### src/rtl/lsp_stability_fsm_pkg.sv
// Shared constants, state encoding and small helpers for the LSF stability sequencer.
// Imported by the interface-facing top so the limits live in one place.
package lsp_stability_fsm_pkg;

   localparam int          M       = 10;
   localparam logic [15:0] L_LIMIT = 16'd40;
   localparam logic [15:0] M_LIMIT = 16'd25681;
   localparam logic [15:0] GAP3    = 16'd321;

   typedef enum logic [2:0] {
      ST_INIT,
      ST_LOAD0,
      ST_SORT,
      ST_SWAP,
      ST_P2_RD,
      ST_P2_LO,
      ST_GAP,
      ST_CLAMP_HI
   } state_e;

   // Element k of the vector sits in the 16-word page selected by base[11:4].
   function automatic logic [11:0] elemAddr(input logic [11:0] base, input logic [3:0] k);
      return {base[11:4], k};
   endfunction

   function automatic logic [31:0] sext16(input logic [15:0] v);
      return {{16{v[15]}}, v};
   endfunction

endpackage

### src/rtl/lsp_stability_fsm_if.sv
// Bundle of control, scratch-memory and shared-operator signals for the stability sequencer.
// master is the sequencer side; slave is the parent that owns memory and operators.
interface lsp_stability_fsm_if;

   logic        start;
   logic [11:0] lsfAddr;
   logic [31:0] memIn;
   logic [11:0] memReadAddr;
   logic [11:0] memWriteAddr;
   logic [31:0] memOut;
   logic        memWriteEn;
   logic [31:0] L_subOutA;
   logic [31:0] L_subOutB;
   logic [31:0] L_subIn;
   logic [15:0] addOutA;
   logic [15:0] addOutB;
   logic [15:0] addIn;
   logic        done;

   modport master (
      input  start, lsfAddr, memIn, L_subIn, addIn,
      output memReadAddr, memWriteAddr, memOut, memWriteEn,
             L_subOutA, L_subOutB, addOutA, addOutB, done
   );

   modport slave (
      output start, lsfAddr, memIn, L_subIn, addIn,
      input  memReadAddr, memWriteAddr, memOut, memWriteEn,
             L_subOutA, L_subOutB, addOutA, addOutB, done
   );

endinterface

### src/rtl/lsp_stability_fsm.sv
// In-place LSF stability pass: one bubble pass, low clamp, minimum gap, high clamp.
// Streams the vector through a 1-cycle-latency memory, using the parent's shared L_sub/add.
module lsp_stability_fsm
   import lsp_stability_fsm_pkg::*;
(
   input logic                 clk,
   input logic                 reset,
   lsp_stability_fsm_if.master bus
);

   localparam logic [3:0] LAST_IDX = 4'(M - 1);
   localparam logic [3:0] PAIR_END = 4'(M - 2);

   state_e      state_q, state_d;
   logic [15:0] prev_q, prev_d;
   logic [3:0]  idx_q, idx_d;

   logic [3:0]  idxP1;
   logic [3:0]  idxP2;
   logic [15:0] x;
   logic        lsubNeg;
   logic        gapShort;
   logic        unusedMemHi;

   assign idxP1       = idx_q + 4'd1;
   assign idxP2       = idx_q + 4'd2;
   assign x           = bus.memIn[15:0];
   assign lsubNeg     = bus.L_subIn[31];
   assign gapShort    = $signed(bus.L_subIn) < $signed({16'd0, GAP3});
   assign unusedMemHi = ^bus.memIn[31:16];

   // prev always holds the running "larger" element in the bubble pass and the
   // last accepted element in the gap pass, so each element is read only once.
   always_comb begin
      state_d          = state_q;
      prev_d           = prev_q;
      idx_d            = idx_q;
      bus.memReadAddr  = 12'd0;
      bus.memWriteAddr = 12'd0;
      bus.memOut       = 32'd0;
      bus.memWriteEn   = 1'b0;
      bus.L_subOutA    = 32'd0;
      bus.L_subOutB    = 32'd0;
      bus.addOutA      = 16'd0;
      bus.addOutB      = 16'd0;
      bus.done         = 1'b0;
      case (state_q)
         ST_INIT: begin
            prev_d = 16'd0;
            idx_d  = 4'd0;
            if (bus.start) begin
               bus.memReadAddr = elemAddr(bus.lsfAddr, 4'd0);
               state_d         = ST_LOAD0;
            end
         end
         ST_LOAD0: begin
            prev_d          = x;
            idx_d           = 4'd0;
            bus.memReadAddr = elemAddr(bus.lsfAddr, 4'd1);
            state_d         = ST_SORT;
         end
         ST_SORT: begin
            bus.L_subOutA = sext16(x);
            bus.L_subOutB = sext16(prev_q);
            if (lsubNeg) begin
               bus.memWriteEn   = 1'b1;
               bus.memWriteAddr = elemAddr(bus.lsfAddr, idx_q);
               bus.memOut       = sext16(x);
               state_d          = ST_SWAP;
            end else begin
               prev_d = x;
               idx_d  = idxP1;
               if (idx_q < PAIR_END) begin
                  bus.memReadAddr = elemAddr(bus.lsfAddr, idxP2);
               end else begin
                  state_d = ST_P2_RD;
               end
            end
         end
         ST_SWAP: begin
            bus.memWriteEn   = 1'b1;
            bus.memWriteAddr = elemAddr(bus.lsfAddr, idxP1);
            bus.memOut       = sext16(prev_q);
            idx_d            = idxP1;
            if (idxP1 < LAST_IDX) begin
               bus.memReadAddr = elemAddr(bus.lsfAddr, idxP2);
               state_d         = ST_SORT;
            end else begin
               state_d = ST_P2_RD;
            end
         end
         ST_P2_RD: begin
            bus.memReadAddr = elemAddr(bus.lsfAddr, 4'd0);
            state_d         = ST_P2_LO;
         end
         ST_P2_LO: begin
            bus.L_subOutA = sext16(x);
            bus.L_subOutB = sext16(L_LIMIT);
            if (lsubNeg) begin
               prev_d           = L_LIMIT;
               bus.memWriteEn   = 1'b1;
               bus.memWriteAddr = elemAddr(bus.lsfAddr, 4'd0);
               bus.memOut       = sext16(L_LIMIT);
            end else begin
               prev_d = x;
            end
            idx_d           = 4'd0;
            bus.memReadAddr = elemAddr(bus.lsfAddr, 4'd1);
            state_d         = ST_GAP;
         end
         ST_GAP: begin
            bus.L_subOutA = sext16(x);
            bus.L_subOutB = sext16(prev_q);
            bus.addOutA   = prev_q;
            bus.addOutB   = GAP3;
            if (gapShort) begin
               bus.memWriteEn   = 1'b1;
               bus.memWriteAddr = elemAddr(bus.lsfAddr, idxP1);
               bus.memOut       = sext16(bus.addIn);
               prev_d           = bus.addIn;
            end else begin
               prev_d = x;
            end
            idx_d = idxP1;
            if (idx_q < PAIR_END) begin
               bus.memReadAddr = elemAddr(bus.lsfAddr, idxP2);
            end else begin
               state_d = ST_CLAMP_HI;
            end
         end
         ST_CLAMP_HI: begin
            bus.L_subOutA = sext16(M_LIMIT);
            bus.L_subOutB = sext16(prev_q);
            if (lsubNeg) begin
               bus.memWriteEn   = 1'b1;
               bus.memWriteAddr = elemAddr(bus.lsfAddr, LAST_IDX);
               bus.memOut       = sext16(M_LIMIT);
            end
            bus.done = 1'b1;
            state_d  = ST_INIT;
         end
         default: begin
            state_d = ST_INIT;
         end
      endcase
   end

   // Synchronous reset returns to INIT and abandons any partially processed vector.
   always_ff @(posedge clk) begin
      if (reset) begin
         state_q <= ST_INIT;
         prev_q  <= 16'd0;
         idx_q   <= 4'd0;
      end else begin
         state_q <= state_d;
         prev_q  <= prev_d;
         idx_q   <= idx_d;
      end
   end

endmodule

### src/flat_wrapper.sv
// flat-port wrapper written by rule: the top's interface ports become plain ports
module lsp_stability_fsm_flat import lsp_stability_fsm_pkg::*;
  (clk, reset, bus_start, bus_lsfAddr, bus_memIn, bus_L_subIn, bus_addIn, bus_memReadAddr, bus_memWriteAddr, bus_memOut, bus_memWriteEn, bus_L_subOutA, bus_L_subOutB, bus_addOutA, bus_addOutB, bus_done);
  lsp_stability_fsm_if bus_i ();
  input logic clk;
  input logic reset;
  input wire logic [$bits(bus_i.start)-1:0] bus_start;
  input wire logic [$bits(bus_i.lsfAddr)-1:0] bus_lsfAddr;
  input wire logic [$bits(bus_i.memIn)-1:0] bus_memIn;
  input wire logic [$bits(bus_i.L_subIn)-1:0] bus_L_subIn;
  input wire logic [$bits(bus_i.addIn)-1:0] bus_addIn;
  output wire logic [$bits(bus_i.memReadAddr)-1:0] bus_memReadAddr;
  output wire logic [$bits(bus_i.memWriteAddr)-1:0] bus_memWriteAddr;
  output wire logic [$bits(bus_i.memOut)-1:0] bus_memOut;
  output wire logic [$bits(bus_i.memWriteEn)-1:0] bus_memWriteEn;
  output wire logic [$bits(bus_i.L_subOutA)-1:0] bus_L_subOutA;
  output wire logic [$bits(bus_i.L_subOutB)-1:0] bus_L_subOutB;
  output wire logic [$bits(bus_i.addOutA)-1:0] bus_addOutA;
  output wire logic [$bits(bus_i.addOutB)-1:0] bus_addOutB;
  output wire logic [$bits(bus_i.done)-1:0] bus_done;
  assign bus_i.start = bus_start;
  assign bus_i.lsfAddr = bus_lsfAddr;
  assign bus_i.memIn = bus_memIn;
  assign bus_i.L_subIn = bus_L_subIn;
  assign bus_i.addIn = bus_addIn;
  assign bus_memReadAddr = bus_i.memReadAddr;
  assign bus_memWriteAddr = bus_i.memWriteAddr;
  assign bus_memOut = bus_i.memOut;
  assign bus_memWriteEn = bus_i.memWriteEn;
  assign bus_L_subOutA = bus_i.L_subOutA;
  assign bus_L_subOutB = bus_i.L_subOutB;
  assign bus_addOutA = bus_i.addOutA;
  assign bus_addOutB = bus_i.addOutB;
  assign bus_done = bus_i.done;
  lsp_stability_fsm u_core (.clk(clk), .reset(reset), .bus(bus_i));
endmodule
### config.mk
export PLATFORM = sky130hd
export DESIGN_NAME = lsp_stability_fsm_flat
export DESIGN_NICKNAME = d
export VERILOG_FILES = /design/src/rtl/lsp_stability_fsm_pkg.sv /design/src/rtl/lsp_stability_fsm_if.sv /design/src/rtl/lsp_stability_fsm.sv /design/src/flat_wrapper.sv
export SDC_FILE = /design/constraint.sdc
export NUM_CORES = 1
export LEC_CHECK = 0
export CAP_MARGIN = 20
export CORE_UTILIZATION = 30
export CTS_CLUSTER_DIAMETER = 200
export DETAILED_ROUTE_END_ITERATION = 7
export MAX_ROUTING_LAYER = met4
export PLACE_DENSITY = 0.8
export SLEW_MARGIN = 30
export SYNTH_ARGS = -nofsm -noshare
export SYNTH_HDL_FRONTEND = slang
export SYNTH_SLANG_ARGS = --single-unit
### constraint.sdc
create_clock -name clk -period 3.3 [get_ports clk]
set_input_delay 0.66 -clock clk [delete_from_list [all_inputs] [get_ports clk]]
set_output_delay 0.66 -clock clk [all_outputs]
set_load 0.01 [all_outputs]
Yosys cells after proc, flatten, opt, wreduce, memory -nomap -nowiden
Index checks and enable logic that the tools add are counted.
- register bits: 23
- input port bits: 95
- output and inout bits: 154
- logic and storage cells: 66
- add/sub/neg operators: 2
- $lt $le $gt $ge: 3
- eq/ne operators: 11
- multiplexer cells: 35
- reductions and logical operators: 12
- operators with widths (kind ; count):
    case mux 32 bit (5 select lines) ; 1
    case mux 32 bit (2 select lines) ; 2
    two-way mux 12 bit ; 8
    case mux 16 bit (5 select lines) ; 1
    case mux 12 bit (6 select lines) ; 1
    two-way mux 16 bit ; 4
    two-way mux 32 bit ; 2
    case mux 12 bit (5 select lines) ; 1
    less-than comparator 32 x 10 -> 1 bit, second input constant ; 1
    case mux 3 bit (8 select lines) ; 1
    two-way mux 15 bit ; 1
    two-way mux 3 bit ; 5
    == test 3 bit, second input constant ; 4
    case mux 4 bit (3 select lines) ; 1
    OR reduction 3 bit ; 4
    two-way mux 9 bit ; 1
    less-than comparator 4 bit, second input constant ; 2
    == test 3 x 2 -> 1 bit, second input constant ; 2
    two-way mux 6 bit ; 1
    != test 2 bit, second input constant ; 3
    nonzero test 5 bit ; 1
    adder 4 x 1 -> 4 bit, second input constant ; 1
    adder 4 x 2 -> 4 bit, second input constant ; 1
    two-way mux 4 bit ; 1
    9 further kinds ; 13

Depth between registers and ports, before layout
Gate-level depths: netlist (run 1).
- depth in word-level cells: 4
- mapped depth: 8
- gate-level depth less buffers: 6

Least setup slack after synthesis (run 1)
OpenSTA, ideal clock, no wires.
- kind: input-to-output
- from: input port bus_L_subIn[12]
- to: output port bus_memOut[16]
- data arrival time: 3065 ps
- data required time: 2640 ps
- slack: -425 ps
- stages: 6
- buffers on the path: 2
- cell sequence: nor4_1 > nand4_1 > o31a_1 > clkbuf_1 > o21ai_0 > buf_4
- longest elaborated chain between the ends: 3
- RTL lines (item ; RTL line ; text):
    from (decl) ; flat_wrapper.sv:10 ; input wire logic [$bits(bus_i.L_subIn)-1:0] bus_L_subIn;
    less-than comparator 32 x 10 -> 1 bit ; lsp_stability_fsm.sv:29 ; assign gapShort = $signed(bus.L_subIn) < $signed({16'd0, GAP3});
    two-way mux 32 bit ; lsp_stability_fsm.sv:116 ; if (gapShort) begin
    case mux 32 bit (5 select lines) ; lsp_stability_fsm.sv:47 ; case (state_q)
    to (decl) ; flat_wrapper.sv:14 ; output wire logic [$bits(bus_i.memOut)-1:0] bus_memOut;
Every way passes these cells.

Worst setup path after layout (run 1)
- from: input port bus_L_subIn[27]
- to: output port bus_memOut[3]
Same word-level chain as after synthesis.

==> impl_metrics.py, run 1 <==
metrics = {
    "yosys": {
        "synth-seq-cells": 23,
        "syn-instance-count": 407,
        "yosys_warnings": 0,
        "ys.flop_type": "sky130_fd_sc_hd__dfxtp_1",
        "syn-mean-instance-area_um2": 7.101,
        "synth_enable_flop_cells": 0,
        "seq_area_frac_synth": 0.1593,
        "post_synth_instance_area_mm2": 0.002890,
        "yosysUniqueCellTypes": 48,
        "synthArstFlopShare": 0,
    },
    "layout": {
        "leading_cell_type_in_the_layout_fill_and_taps_excluded": "sky130_fd_sc_hd__clkdlybuf4s50_1",
        "layout.cells.most_common_list": "sky130_fd_sc_hd__clkdlybuf4s50_1, sky130_fd_sc_hd__buf_4, sky130_fd_sc_hd__and2_1",
        "syn2layout_area_growth_pct": 80.04,
        "n_fill_cell": 877,
        "final_layout_size_suffix_gt1_frac": 0.1786,
        "design.final.nets": 687,
        "final_standard_cell_area_without_fillers_mm2": 0.005204,
        "layoutNonFillerInstCount": 717,
        "layout.core_utilization": 0.5605,
        "antenna_diode_count": 0,
    },
    "critical_path": {
        "critical_path.reg2reg.startpoint": "u_core.state_q[0]",
        "critical_path_arrival_ns": 2.59,
        "worstPathMaxFanout": 4,
        "crit_path_start_kind": "primary input",
        "cp-startpoint": "bus_L_subIn[27]",
        "crit_required_ns": 2.64,
        "endpoint_kind": "output pin",
        "criticalPathCategory": "in2out",
    },
    "flow_run": {
        "maxCapViolCount": 0,
    },
    "drt": {
        "drt-initial-drc-count": 206,
        "routed_wirelength_mm": 12.03,
        "route.detailed.vias_per_inst": 5.192,
        "post_route_antenna_net_violation_count": 0,
        "drc": 0,
        "detailroute.via_count": 3723,
        "detailedRoute.firstPassIterationCount": 5,
        "detail_route.wl_per_cell_um": 16.78,
    },
    "cts": {
        "clock_insertion_delay_worst_skew_ns": 0.28,
        "clkSlewWorstSetupHoldPaths_ns": 0.10,
        "postCtsHoldBufs": 0,
        "numCtsBuffers": 3,
        "cts_max_path_buffers": 2,
        "tritoncts_num_sinks": 23,
        "tritoncts_clock_tree": "built",
        "htreeDepth": 1,
        "clock-root-buffer": "sky130_fd_sc_hd__clkbuf_8",
    },
    "global_route": {
        "grt.overflow.total": 0,
        "number_of_global_route_vias_before_repair": 3393,
        "groute.usage.overall": 0.2345,
        "first_pass_grt_wire_length_mm": 18.15,
        "grt_max_degree": 28,
        "number_of_antenna_violations_at_the_first_check_in_global_routing": 0,
    },
    "placed_design": {
        "place.port_buffers": 215,
        "dpl_cell_area_mm2": 0.004955,
        "place.gp.congestion": 0.8894,
        "hpwlAfterDp_mm": 9.079,
        "numPlacedInstances": 705,
    },
    "floorplanning": {
        "initial_utilization": 0.3113,
        "ios": 249,
        "dieArea_mm2": 0.01003,
        "rows": 35,
        "dieHeight_um": 100.2,
        "fp.coreArea_mm2": 0.009284,
        "die_width_um": 100.2,
    },
    "sta": {
        "timing.final.max_slew_violations": 0,
        "fin_skew_ns": 0.007322,
        "final-hold-violation-count": 0,
        "finalCritPeriodShare": 0.9834,
        "finalSetupViolCount": 0,
        "maxSlewHeadroom": 0.5383,
        "fmax_ghz": 0.3082,
        "timing.final.crit_period_ns": 3.245,
        "final_hold_slack_ns": 0.5595,
        "tightestPinTransition_ns": 0.6925,
        "timing.setup.tns_ns": 0,
    },
    "pwr": {
        "power.density_cell_area_mw_per_mm2": 194.9,
        "power.combinational.fraction": 0.501,
        "total_switching_power_uw": 368.8,
        "leakage_uw": 0.002289,
        "power_share_of_the_clock_group": 0.196,
        "internal_power_uw": 645.4,
        "sequentialPowerShare": 0.303,
        "swShare": 0.3636,
        "ir_worst_vdd_v": 0.0001579,
    },
    "worst_hold_path": {
        "min-delay-start": "u_core.idx_q[3]",
        "hp-class": "reg2reg",
    },
    "outcome": {
        "run_status": "complete, no violations",
    },
}
## power groups by stage
stage               combinational, uW  sequential (uW)  clock (uW)
floorplan                         241              304           0
global placement                  483              313           0
detailed placement                492              313           0
CTS                               495              306         198
global route                      542              309         209
finish                            508              307         199
## logic make-up after synthesis
| kind of cell | Yosys count | share of synthesized area |
|---|---|---|
| AO/OA/AOI/OAI | 118 | 0.2948 |
| XOR/XNOR | 2 | 0.006062 |
| adder cells (fa/ha/maj) | 3 | 0.01299 |
| buffers and inverters | 105 | 0.2234 |
| flip-flops | 23 | 0.1593 |
| multiplexers | 1 | 0.003896 |
| other | 1 | 0.001297 |
| AND/OR/NAND/NOR | 154 | 0.2983 |
## area by class of cell
class,instances,area (um2),area share
clock buffers,3,41.29,0.007935
clock inverters,1,5.005,0.0009618
inverters,13,48.80,0.009377
multi-input cells,292,2004,0.3852
flip-flops and latches,23,461.7,0.08872
well taps,129,161.4,0.03102
repair buffers,256,2481,0.4768
## final timing paths
kind / end / slack [ns] / cells after the start
worst max register to register: u_core.prev_q[2] / 1.17 / 6
worst min register to register: u_core.idx_q[3] / 0.56 / 2
worst max-delay path: bus_memOut[3] / 0.05 / 9
worst min-delay path: u_core.idx_q[3] / 0.56 / 2
## metrics by stage
step	setup WS (ns)	total power [uW]
global placement	-0.4231	795.5
finish	0.05491	1014
CTS	-0.08034	998.8
detailed placement	-0.4511	804.6
floorplan	0.2666	545.8
global route	-0.01617	1060
## metal layers
metal  global-route usage  up-vias  share of wire
met2               0.3994      214           0.49
met1               0.2880     1734           0.41
li1                     -     1749              -
met4              0.06355        0          0.022
met5                    -        -              0
met3              0.03552       26          0.075
## repair_timing
item,4_1_cts,5_1_grt
endpoints found under the setup margin,54,56
buffers inserted,3,4
gates resized for setup,119,45
pin swaps,5,13
gates cloned,1,0
## flip-flops by register name, indices dropped and copies added, names as in the netlist
register and flops:
u_core.state_q 3, u_core.prev_q 16, u_core.idx_q 4
## cell usage after synthesis, types with 5 or more instances
cell type / count / area share
sky130_fd_sc_hd__nor4_1: 8 / 0.017
sky130_fd_sc_hd__clkbuf_1: 18 / 0.023
sky130_fd_sc_hd__nor2_1: 18 / 0.023
sky130_fd_sc_hd__nand2b_1: 5 / 0.011
sky130_fd_sc_hd__nor2b_1: 12 / 0.026
sky130_fd_sc_hd__buf_4: 65 / 0.17
sky130_fd_sc_hd__a21oi_1: 15 / 0.026
sky130_fd_sc_hd__inv_1: 12 / 0.016
sky130_fd_sc_hd__nor3_1: 9 / 0.016
sky130_fd_sc_hd__nand2_1: 26 / 0.034
sky130_fd_sc_hd__a21o_1: 12 / 0.031
sky130_fd_sc_hd__and2_1: 32 / 0.069
sky130_fd_sc_hd__a221o_1: 16 / 0.055
sky130_fd_sc_hd__and3_1: 27 / 0.058
sky130_fd_sc_hd__dfxtp_1: 23 / 0.16
sky130_fd_sc_hd__buf_2: 6 / 0.010
sky130_fd_sc_hd__a22o_1: 15 / 0.045
sky130_fd_sc_hd__o21ai_0: 27 / 0.047
sky130_fd_sc_hd__a22oi_1: 11 / 0.029
## worst max-delay path: stages
cell and delay [ns]:
sky130_fd_sc_hd__clkdlybuf4s50_1 0.40, sky130_fd_sc_hd__nor4_1 0.28, sky130_fd_sc_hd__nand2_1 0.15, sky130_fd_sc_hd__o31a_1 0.36
sky130_fd_sc_hd__buf_4 0.16, sky130_fd_sc_hd__nor2_4 0.15, sky130_fd_sc_hd__buf_6 0.12, sky130_fd_sc_hd__a221o_1 0.16
sky130_fd_sc_hd__buf_2 0.13
Note: power is estimated with default switching activity, not from simulation.
==> run 2: changes to the inputs <==
--- a/config.mk
+++ b/config.mk
@@ -5,9 +5,10 @@
 export SDC_FILE = /design/constraint.sdc
 export NUM_CORES = 1
 export LEC_CHECK = 0
+export ABC_CLOCK_PERIOD_IN_PS = 3300
 export CAP_MARGIN = 20
 export CORE_UTILIZATION = 30
-export CTS_CLUSTER_DIAMETER = 200
+export CTS_CLUSTER_DIAMETER = 50
 export DETAILED_ROUTE_END_ITERATION = 7
 export MAX_ROUTING_LAYER = met4
 export PLACE_DENSITY = 0.8
==> results of run 2 <==
No change in the layout: final DEF, timing and power equal those of run 1.
